File: src/rtl/l17_pkg.sv
// Shared definitions for the layer-17 loop-nest sequencer: FSM encoding and R-counter constants.
package l17_pkg;

  typedef enum logic [1:0] {
    StIdle,
    StRun,
    StWaitR,
    StFin
  } l17_state_e;

  localparam logic [2:0] U_SKIP_A = 3'd3;
  localparam logic [2:0] U_SKIP_B = 3'd4;
  localparam logic [2:0] R_LAST   = 3'd5;

  // The R counter starts a burst on any strobe, except an L_zero alone in u phase 3 or 4.
  function automatic logic r_burst(input logic k_wrap, input logic j_wrap, input logic l_wrap,
                                   input logic [2:0] u_pre);
    return k_wrap | j_wrap | (l_wrap & (u_pre != U_SKIP_A) & (u_pre != U_SKIP_B));
  endfunction

endpackage

File: src/rtl/l17_wrap_counter.sv
// Modulo-N index counter with synchronous clear and a same-cycle wrap indication.
module l17_wrap_counter #(
  parameter int unsigned N = 2,
  parameter int unsigned W = (N > 1) ? $clog2(N) : 1
) (
  input  logic         clk_i,
  input  logic         rst_i,
  input  logic         inc_i,
  input  logic         clr_i,
  output logic [W-1:0] idx_o,
  output logic         wrap_o
);

  localparam logic [W-1:0] Max = W'(N - 1);

  logic [W-1:0] idx_q, idx_d;

  assign wrap_o = inc_i && (idx_q == Max);

  always_comb begin
    idx_d = idx_q;
    if (clr_i) begin
      idx_d = '0;
    end else if (inc_i) begin
      idx_d = wrap_o ? '0 : idx_q + W'(1);
    end
  end

  always_ff @(posedge clk_i) begin
    if (rst_i) begin
      idx_q <= '0;
    end else begin
      idx_q <= idx_d;
    end
  end

  assign idx_o = idx_q;

endmodule

File: src/rtl/l17_loop_sequencer.sv
// Layer-17 loop-nest initiator: walks k/j/L/u, emits wrap strobes and waits on R_zero per burst.
module l17_loop_sequencer
  import l17_pkg::*;
#(
  parameter int unsigned K_COUNT  = 32,
  parameter int unsigned J_COUNT  = 16,
  parameter int unsigned L_COUNT  = 8,
  parameter int unsigned U_PHASES = 5,
  parameter int unsigned R_TMO    = 15,
  localparam int unsigned KW = (K_COUNT > 1) ? $clog2(K_COUNT) : 1,
  localparam int unsigned JW = (J_COUNT > 1) ? $clog2(J_COUNT) : 1,
  localparam int unsigned LW = (L_COUNT > 1) ? $clog2(L_COUNT) : 1
) (
  input  logic          clk_i,
  input  logic          rst_i,
  input  logic          start_i,
  input  logic          r_zero_i,
  output logic          k_zero_o,
  output logic          j_zero_o,
  output logic          l_zero_o,
  output logic [2:0]    u_o,
  output logic [KW-1:0] k_idx_o,
  output logic [JW-1:0] j_idx_o,
  output logic [LW-1:0] l_idx_o,
  output logic          busy_o,
  output logic          done_o,
  output logic          err_o
);

  localparam int unsigned TW = $clog2(R_TMO + 1);

  l17_state_e    state_q, state_d;
  logic          busy_q, busy_d, done_q, done_d, err_q, err_d;
  logic [TW-1:0] timer_q, timer_d;
  logic [2:0]    u_q, u_d;
  logic          k_zero_q, j_zero_q, l_zero_q;
  logic          run, clr, k_wrap, j_wrap, l_wrap, last, burst;

  assign run   = (state_q == StRun);
  assign clr   = (state_q == StIdle) && start_i;
  assign last  = l_wrap && (u_q == 3'(U_PHASES - 1));
  assign burst = r_burst(k_wrap, j_wrap, l_wrap, u_q);

  l17_wrap_counter #(.N(K_COUNT), .W(KW)) u_k_cnt (
    .clk_i  (clk_i),
    .rst_i  (rst_i),
    .inc_i  (run),
    .clr_i  (clr),
    .idx_o  (k_idx_o),
    .wrap_o (k_wrap)
  );

  l17_wrap_counter #(.N(J_COUNT), .W(JW)) u_j_cnt (
    .clk_i  (clk_i),
    .rst_i  (rst_i),
    .inc_i  (k_wrap),
    .clr_i  (clr),
    .idx_o  (j_idx_o),
    .wrap_o (j_wrap)
  );

  l17_wrap_counter #(.N(L_COUNT), .W(LW)) u_l_cnt (
    .clk_i  (clk_i),
    .rst_i  (rst_i),
    .inc_i  (j_wrap),
    .clr_i  (clr),
    .idx_o  (l_idx_o),
    .wrap_o (l_wrap)
  );

  always_comb begin
    u_d = u_q;
    if (clr) begin
      u_d = '0;
    end else if (l_wrap && !last) begin
      u_d = u_q + 3'd1;
    end
  end

  always_comb begin
    state_d = state_q;
    busy_d  = busy_q;
    done_d  = 1'b0;
    err_d   = err_q;
    timer_d = timer_q;
    unique case (state_q)
      StIdle: begin
        if (start_i) begin
          state_d = StRun;
          busy_d  = 1'b1;
          err_d   = 1'b0;
        end
      end
      StRun: begin
        if (r_zero_i) err_d = 1'b1;
        // Final wrap skips WAIT_R; its trailing R_zero lands in FIN/IDLE and is ignored.
        if (last) begin
          state_d = StFin;
          busy_d  = 1'b0;
          done_d  = 1'b1;
        end else if (burst) begin
          state_d = StWaitR;
          timer_d = TW'(1);
        end
      end
      StWaitR: begin
        if (r_zero_i) begin
          state_d = StRun;
        end else if (timer_q == TW'(R_TMO)) begin
          state_d = StIdle;
          busy_d  = 1'b0;
          err_d   = 1'b1;
        end else begin
          timer_d = timer_q + TW'(1);
        end
      end
      StFin: state_d = StIdle;
      default: state_d = StIdle;
    endcase
  end

  always_ff @(posedge clk_i) begin
    if (rst_i) begin
      state_q  <= StIdle;
      busy_q   <= 1'b0;
      done_q   <= 1'b0;
      err_q    <= 1'b0;
      timer_q  <= '0;
      u_q      <= '0;
      k_zero_q <= 1'b0;
      j_zero_q <= 1'b0;
      l_zero_q <= 1'b0;
    end else begin
      state_q  <= state_d;
      busy_q   <= busy_d;
      done_q   <= done_d;
      err_q    <= err_d;
      timer_q  <= timer_d;
      u_q      <= u_d;
      k_zero_q <= k_wrap;
      j_zero_q <= j_wrap;
      l_zero_q <= l_wrap;
    end
  end

  assign k_zero_o = k_zero_q;
  assign j_zero_o = j_zero_q;
  assign l_zero_o = l_zero_q;
  assign u_o      = u_q;
  assign busy_o   = busy_q;
  assign done_o   = done_q;
  assign err_o    = err_q;

endmodule

File: config.mk
export PLATFORM = sky130hd
export DESIGN_NAME = l17_loop_sequencer
export DESIGN_NICKNAME = d
export VERILOG_FILES = /design/src/rtl/l17_pkg.sv /design/src/rtl/l17_wrap_counter.sv /design/src/rtl/l17_loop_sequencer.sv
export SDC_FILE = /design/constraint.sdc
export NUM_CORES = 1
export LEC_CHECK = 0
export ABC_CLOCK_PERIOD_IN_PS = 2850
export BUFFER_PORTS_ARGS = -buffer_cell sky130_fd_sc_hd__buf_2
export CORE_MARGIN = 1.5
export CORE_UTILIZATION = 58
export CTS_CLUSTER_DIAMETER = 100
export DETAILED_ROUTE_END_ITERATION = 8
export GPL_ROUTABILITY_DRIVEN = 0
export PLACE_DENSITY = 0.92
export REMOVE_ABC_BUFFERS = 1
export SLEW_MARGIN = 25
export SYNTH_ARGS = -nofsm -noshare
export SYNTH_HDL_FRONTEND = slang
export SYNTH_SLANG_ARGS = --single-unit
export TNS_END_PERCENT = 10
File: constraint.sdc
create_clock -name clk_i -period 2.85 [get_ports clk_i]
set_input_delay 0.1425 -clock clk_i [delete_from_list [all_inputs] [get_ports clk_i]]
set_output_delay 0.1425 -clock clk_i [all_outputs]
set_load 0.02 [all_outputs]
==> results_dict.tcl, run 1 <==
set metrics [dict create \
    clock_tree.htree_level_count 1 \
    grt.overflow.total 0 \
    place.detailed.hpwl_um 2220 \
    die_area_um2 2700 \
    setup.worst_path.end_class "flip-flop" \
    grt_use_met2 0.430 \
    ctsResizeCount 0 \
    antenna_violations_before_repair 0 \
    power_frac_comb 0.346 \
    routed_via_density 5.83 \
    postSynth.asyncResetShare 0 \
    most-common-layout-cells "27 x dfxtp_1, 24 x buf_2, 19 x nor2_1, 16 x nand2_1, 14 x ha_1" \
    power_density_nw_per_um2 606 \
    number_of_buffers_added_by_the_clock_tree_synthesis_step 3 \
    leakagePower_nw 0.686 \
    result_of_the_run "completed" \
    synth_edf_count 0 \
    drive_above_1_share 0.186 \
    busiest_layer "met2" \
    drt_iter0_markers 34 \
    cts_tree "built" \
    synthDistinctLibCells 44 \
    hold_path.class "input pin to flip-flop" \
    clk_pin_slew_worst_paths_ps 150 \
    drtPass1Iterations 4 \
    drt-total-wl_um 2980 \
    largest_net_degree_at_the_start_of_global_routing 17 \
    post-place-cells 207 \
    postRouteAntennaNets 0 \
    detailed_place.area_um2 1520 \
    worst_slew_pin_slew_ps 505 \
    maxCapViolCount 0 \
    antenna_fix_cells 0 \
    row_count 17 \
    synth_warnings 0 \
    slew_hr 0.663 \
    synthCells 160 \
    cp.arrival_ps 2420 \
    share_seq_of_total_power 0.473 \
    design.portCount 25 \
    synth.yosys.seq_area_share 0.389 \
    worst-endpoint-required_ps 3090 \
    grt_pass1_wl_um 4930 \
    power_dissipated_by_switching_net_loads_mw 0.351 \
    most_common_cell_after_layout_fill_and_taps_aside "dfxtp_1" \
    final_design_area_no_fill_um2 1550 \
    die-height_um 51.9 \
    clkLatencyLatePin_ps 320 \
    post_synth.cell_area_avg_um2 8.68 \
    timing_hold_violations_final 0 \
    final.setup_skew_ps 7.80 \
    globalRouteMet1Util 0.280 \
    netSwitchingFraction 0.374 \
    setup.reg_to_reg.worst_slack_ps 660 \
    cts_root_buffer "clkbuf_4" \
    floorplan.die.width_um 51.9 \
    max_freq_ghz 0.458 \
    grt_setup_unrepaired "false" \
    dr_total_vias 1231 \
    criticalPathCategory "flip-flop to flip-flop" \
    fin_setup_tns_ps 0 \
    track_usage 0.240 \
    clock_sinks 27 \
    final-max-slew-violation-count 0 \
    post-route-drc-count 0 \
    postSynthRegisterBits 27 \
    gr-usage-met3 0.0287 \
    n_fill_cell 197 \
    min_period_ps 2190 \
    crit_path_start_kind "flip-flop" \
    cts-hold-fix-buffers 0 \
    synthFlopType "dfxtp_1" \
    design.core.area_um2 2230 \
    port-buffer-count 24 \
    clkPwrFrac 0.181 \
    cts_post_setup_buffers_inserted 0 \
    first_global_vias 1152 \
    stdcell_count 211 \
    nets 202 \
    power_report.internal_total_mw 0.588 \
    wire_length_per_cell_um 14.1 \
    layout_worst_path_cycle_share 0.767 \
    post-layout-total-power_mw 0.939 \
    synth_area_um2 1390 \
    max_buffers_root_to_sink 2 \
    finalSetupViolCount 0 \
    layout-area-overhead-vs-synth_pct 11.6 \
    worst-path-max-fanout 6 \
    vdd.ir_drop.worst_mv 0.378 \
    initial_utilization 0.622 \
]
## sequential cells by signal, summed over array words and instances, names as in the netlist
signal and flops:
busy_o 1, done_o 1, err_o 1, j_zero_o 1, k_zero_o 1, l_zero_o 1
state_q 2, timer_q 4, u_j_cnt.idx_o 4, u_k_cnt.idx_o 5, u_l_cnt.idx_o 3, u_o 3
## cells by family (layout without fill, tap and decap cells)
family                   count (synthesis)  count (layout)  synth area share
AND/OR/NAND/NOR                         69              69             0.249
flip-flops                              27              27             0.389
XOR/XNOR                                 2               2            0.0126
adder cells (fa/ha/maj)                 14              14             0.126
buffers and inverters                   10              33            0.0306
AO/OA/AOI/OAI                           35              35             0.170
multiplexers                             3               3            0.0225
## layout make-up
class                   count  area [um^2]  share of cell area
flip-flops and latches     27          541               0.349
inverters                   5         18.8              0.0121
repair buffers             24          120              0.0775
clock inverters             1         7.51             0.00484
well taps                  28         35.0              0.0226
clock buffers               3         22.5              0.0145
multi-input cells         123          806               0.520
## cell usage after synthesis, types with 3 or more instances
| library cell | n | area [um^2] |
|---|---|---|
| a21oi_1 | 12 | 60.1 |
| a31oi_1 | 3 | 18.8 |
| and3_1 | 3 | 18.8 |
| dfxtp_1 | 27 | 541 |
| ha_1 | 14 | 175 |
| inv_1 | 5 | 18.8 |
| nand2_1 | 16 | 60.1 |
| nand3_1 | 3 | 15.0 |
| nand4_1 | 3 | 18.8 |
| nor2_1 | 19 | 71.3 |
| nor2b_1 | 3 | 18.8 |
| nor3_1 | 6 | 30.0 |
| o21ai_0 | 6 | 30.0 |
| or3_1 | 3 | 18.8 |
## worst paths after layout
kind                    start          endpoint  cells past startpoint
min                     rst_i          k_zero_o                      2
max          u_k_cnt.idx_o[0]            busy_o                      7
max reg2reg  u_k_cnt.idx_o[0]            busy_o                      7
min reg2reg  u_l_cnt.idx_o[2]  u_l_cnt.idx_o[2]                      2
## power groups by stage
stage / combinational (mW) / sequential [mW] / clock [mW]
floorplan: 0.218 / 0.466 / 0
global placement: 0.299 / 0.447 / 0
detailed placement: 0.316 / 0.451 / 0
CTS: 0.325 / 0.443 / 0.171
global route: 0.360 / 0.449 / 0.187
finish: 0.325 / 0.444 / 0.170
## stage by stage
step	hold WS, ps	worst slack, ps	utilization
global placement	456	803	0.681
floorplan	212	732	-
detailed placement	466	718	0.681
finish	145	665	0.694
global route	151	531	0.694
CTS	147	670	0.694
## per-layer routing
layer	up-vias	wire length (um)
met5	-	0
met4	0	31
met3	4	70
met2	25	1540
met1	586	1340
li1	616	-
## critical path, cell delays in order, from the launching register on
cell and delay, ps:
dfxtp_1 450, ha_1 210, and3_1 170, ha_1 260
nand2_2 120, or3_1 380, a21oi_1 180, mux2_2 340
No activity file was read; power rests on OpenSTA's default activity.
==> run 2: changes to the inputs <==
- ABC_CLOCK_PERIOD_IN_PS: 2850 -> 2300
- CORE_UTILIZATION: 58 -> 54
- PLACE_DENSITY: 0.92 -> 0.88
- clock period: 2.85 -> 2.3 ns (I/O delays scaled with it)
==> results_dict.tcl, run 2 (same netlist as run 1, synthesis figures left out) <==
set metrics [dict create \
    grt_pass1_wl_um 4850 \
    vdd.ir_drop.worst_mv 0.420 \
    cp.arrival_ps 2410 \
    floorplan.die.width_um 53.7 \
    first_global_vias 1100 \
    clock_sinks 27 \
    power_density_nw_per_um2 742 \
    most-common-layout-cells "27 x dfxtp_1, 24 x buf_2, 19 x nor2_1, 16 x nand2_1, 14 x ha_1" \
    drtPass1Iterations 4 \
    cts-hold-fix-buffers 0 \
    antenna_fix_cells 0 \
    criticalPathCategory "flip-flop to flip-flop" \
    clk_pin_slew_worst_paths_ps 150 \
    die-height_um 53.7 \
    number_of_buffers_added_by_the_clock_tree_synthesis_step 3 \
    initial_utilization 0.566 \
    fin_setup_tns_ps 0 \
    postRouteAntennaNets 0 \
    die_area_um2 2890 \
    max_buffers_root_to_sink 2 \
    post-route-drc-count 0 \
    leakagePower_nw 0.690 \
    preCtsSetupSlack_ps 149 \
    clock_tree.htree_level_count 1 \
    worst-endpoint-required_ps 2530 \
    dr_total_vias 1208 \
    hold_path.class "input pin to flip-flop" \
    most_common_cell_after_layout_fill_and_taps_aside "dfxtp_1" \
    cts_tree "built" \
    track_usage 0.230 \
    clkLatencyLatePin_ps 320 \
    layout_worst_path_cycle_share 0.947 \
    cts_post_setup_buffers_inserted 0 \
    crit_slowest_cell "dfxtp_1" \
    critical-path-top-cell-by-count "ha_1" \
    layout-area-overhead-vs-synth_pct 11.6 \
    crit_path_start_kind "flip-flop" \
    port-buffer-count 24 \
    post-place-cells 209 \
    final.setup_skew_ps 4.01 \
    max_stage_delay_ps 430 \
    antenna_violations_before_repair 0 \
    utilization 0.631 \
    timing_hold_violations_final 0 \
    design.core.area_um2 2450 \
    grt_setup_unrepaired "false" \
    stdcell_count 213 \
    drive_above_1_share 0.186 \
    drt_iter0_markers 23 \
    min_period_ps 2180 \
    drt-total-wl_um 2970 \
    finalSetupViolCount 0 \
    largest_register_ff_count 5 \
    worst-path-max-fanout 6 \
    routed_via_density 5.67 \
    place.detailed.hpwl_um 2240 \
    slew_hr 0.677 \
    post-route-worst-setup-slack_ps 123 \
    crit_buf_inv 0 \
    result_of_the_run "completed" \
    nets 202 \
    ctsResizeCount 0 \
    wire_length_per_cell_um 13.9 \
    maxCapViolCount 0 \
    max_freq_ghz 0.459 \
    worst_slew_pin_slew_ps 485 \
    largest_net_degree_at_the_start_of_global_routing 16 \
    grt.overflow.total 0 \
    row_count 18 \
    worstPathCellList "ha_1 > and3_1 > ha_1 > nand2_2 > or3_1 > a21oi_1 > mux2_2" \
    cts_root_buffer "clkbuf_4" \
    design.portCount 25 \
    timing.critical_path.max_delay_family "simple AND/OR/NAND/NOR gates" \
    final-max-slew-violation-count 0 \
    setup.worst_path.end_class "flip-flop" \
    final.hold.worst_slack_ps 124 \
]
==> run 2: per-layer routing <==
layer / up-vias / share of wire / global-route usage
met1: 559 / 0.45 / 0.285
met4: 0 / 0.0051 / 0.0641
met3: 2 / 0.033 / 0.0333
met2: 30 / 0.51 / 0.413
met5: - / 0 / 0
li1: 617 / - / -
==> run 2: where the power goes <==
part           internal (mW)  switching, mW  leakage, nW
clock                 0.0652          0.140       0.0177
combinational          0.153          0.244        0.454
sequential             0.509         0.0394        0.218
total                  0.727          0.423        0.690
==> run 2: cell type report <==
cell class | instances | area, um^2
clock buffers | 3 | 22.5
well taps | 30 | 37.5
fillers | 209 | 905
flip-flops and latches | 27 | 541
multi-input cells | 123 | 806
clock inverters | 1 | 5.00
inverters | 5 | 18.8
repair buffers | 24 | 120
==> run 2: metrics by stage <==
stage                     power [mW]  instance area (um^2)
after global routing            1.23                  1550
final                           1.15                  1550
after detailed placement       0.953                  1520
after floorplan                0.847                  1370
after global placement         0.926                  1520
after CTS                       1.15                  1550
==> run 2: path summary, 6_finish.rpt <==
check | slack (ps) | end | cells past startpoint | from
min | 120 | j_zero_o | 2 | rst_i
min reg2reg | 490 | u_l_cnt.idx_o[2] | 2 | u_l_cnt.idx_o[2]
max reg2reg | 120 | busy_o | 7 | u_k_cnt.idx_o[0]
max | 120 | busy_o | 7 | u_k_cnt.idx_o[0]
==> run 3: changes to the inputs <==
- CORE_UTILIZATION: 54 -> 35
- PLACE_DENSITY: 0.88 -> 0.64
==> results_dict.tcl, run 3 (same netlist as run 1, synthesis figures left out) <==
set metrics [dict create \
    timing.critical_path.max_delay_family "simple AND/OR/NAND/NOR gates" \
    clock_sinks 27 \
    crit_buf_inv 0 \
    clkLatencyLatePin_ps 270 \
    clk_pin_slew_worst_paths_ps 90 \
    crit_slowest_cell "dfxtp_1" \
    layout-area-overhead-vs-synth_pct 14.5 \
    row_count 22 \
    grt_pass1_wl_um 4640 \
    grt.overflow.total 0 \
    post-route-drc-count 0 \
    globalRouteMet1Util 0.192 \
    track_usage 0.139 \
    first_global_vias 1058 \
    clock_tree.htree_level_count 1 \
    preCtsSetupSlack_ps 178 \
    layout_worst_path_cycle_share 0.924 \
    design.portCount 25 \
    worst-path-max-fanout 6 \
    cts_post_setup_buffers_inserted 0 \
    floorplan.die.width_um 66.0 \
    max_freq_ghz 0.470 \
    ctsResizeCount 0 \
    slew_hr 0.658 \
    fin_setup_tns_ps 0 \
    drt_iter0_markers 54 \
    most_common_cell_after_layout_fill_and_taps_aside "dfxtp_1" \
    worst_slew_pin_slew_ps 513 \
    design.core.area_um2 3740 \
    crit_path_start_kind "flip-flop" \
    min_period_ps 2130 \
    cts_root_buffer "clkbuf_8" \
    postRouteAntennaNets 0 \
    die-height_um 66.0 \
    finalSetupViolCount 0 \
    utilization 0.425 \
    nets 202 \
    setup.reg_to_reg.worst_slack_ps 170 \
    cp.arrival_ps 2300 \
    drt-total-wl_um 2840 \
    antenna_fix_cells 0 \
    drtPass1Iterations 4 \
    post-place-cells 227 \
    power_density_nw_per_um2 759 \
    vdd.ir_drop.worst_mv 0.371 \
    hold_path.class "input pin to flip-flop" \
    leakagePower_nw 0.695 \
    result_of_the_run "completed" \
    die_area_um2 4350 \
    maxCapViolCount 0 \
    largest_net_degree_at_the_start_of_global_routing 16 \
    antenna_violations_before_repair 0 \
    stdcell_count 231 \
    cts-hold-fix-buffers 0 \
    gr-usage-met3 0.0358 \
    dr_total_vias 1188 \
    criticalPathCategory "flip-flop to flip-flop" \
    most-common-layout-cells "27 x dfxtp_1, 24 x buf_2, 19 x nor2_1, 16 x nand2_1, 14 x ha_1" \
    routed_via_density 5.14 \
    final-max-slew-violation-count 0 \
    worstPathCellList "ha_1 > and3_1 > ha_1 > nand2_2 > or3_1 > a21oi_1 > mux2_2" \
    grt_setup_unrepaired "false" \
    initial_utilization 0.371 \
    place.detailed.hpwl_um 2090 \
    post-route-worst-setup-slack_ps 174 \
    number_of_buffers_added_by_the_clock_tree_synthesis_step 3 \
    max_stage_delay_ps 430 \
    cts_tree "built" \
    max_buffers_root_to_sink 2 \
    largest_register_ff_count 5 \
    setup.worst_path.end_class "flip-flop" \
    final.setup_skew_ps 3.40 \
    critical-path-top-cell-by-count "ha_1" \
    worst-endpoint-required_ps 2470 \
    port-buffer-count 24 \
    wire_length_per_cell_um 12.3 \
    busiest_layer "met2" \
    grt_use_met2 0.196 \
    drive_above_1_share 0.180 \
    timing_hold_violations_final 0 \
]
==> run 3: changes by cell type in the layout (fill, tap and decap cells not counted) <==
cell	change
clkinv_2	-1
clkbuf_4	-3
clkbuf_8	+3
clkbuf_1	+1
==> run 3: path summary, 6_finish.rpt <==
kind,start,endpoint,cells after the start
hold reg to reg,u_l_cnt.idx_o[2],u_l_cnt.idx_o[2],2
setup / recovery,u_k_cnt.idx_o[0],busy_o,7
hold / removal,rst_i,state_q[1],2
setup reg to reg,u_k_cnt.idx_o[0],busy_o,7
==> run 3: per-stage QoR <==
step / total power [mW] / instance area, um^2 / hold slack [ps]
after floorplan: 0.847 / 1370 / 184
after CTS: 1.22 / 1590 / 162
after global placement: 0.948 / 1550 / 453
final: 1.21 / 1590 / 168
after global routing: 1.29 / 1590 / 170
after detailed placement: 0.949 / 1550 / 455
==> run 3: power breakdown <==
group	internal (mW)	switching (mW)	leakage, nW
combinational	0.153	0.235	0.454
clock	0.124	0.144	0.0228
sequential	0.508	0.0413	0.218
==> run 3: area by class of cell <==
| cell class | instances | area, um^2 |
|---|---|---|
| Clock buffer | 4 | 45.0 |
| Sequential cell | 27 | 541 |
| Multi-Input combinational cell | 123 | 806 |
| Tap cell | 48 | 60.1 |
| Inverter | 5 | 18.8 |
| Timing Repair Buffer | 24 | 120 |
| Fill cell | 409 | 2150 |
==> run 3: worst reg2reg max path, delay by kind of cell (launching register included) <==
family / cells / cell delay, ps
fa+ha+maj: 2 / 440
simple gates: 3 / 640
flops: 1 / 430
compound gates: 1 / 170
mux: 1 / 340
==> run 3: per-layer routing <==
metal	wire length (um)	share of wire
met1	1500	0.53
met2	1170	0.41
met3	142	0.050
met4	29	0.010
met5	0	0
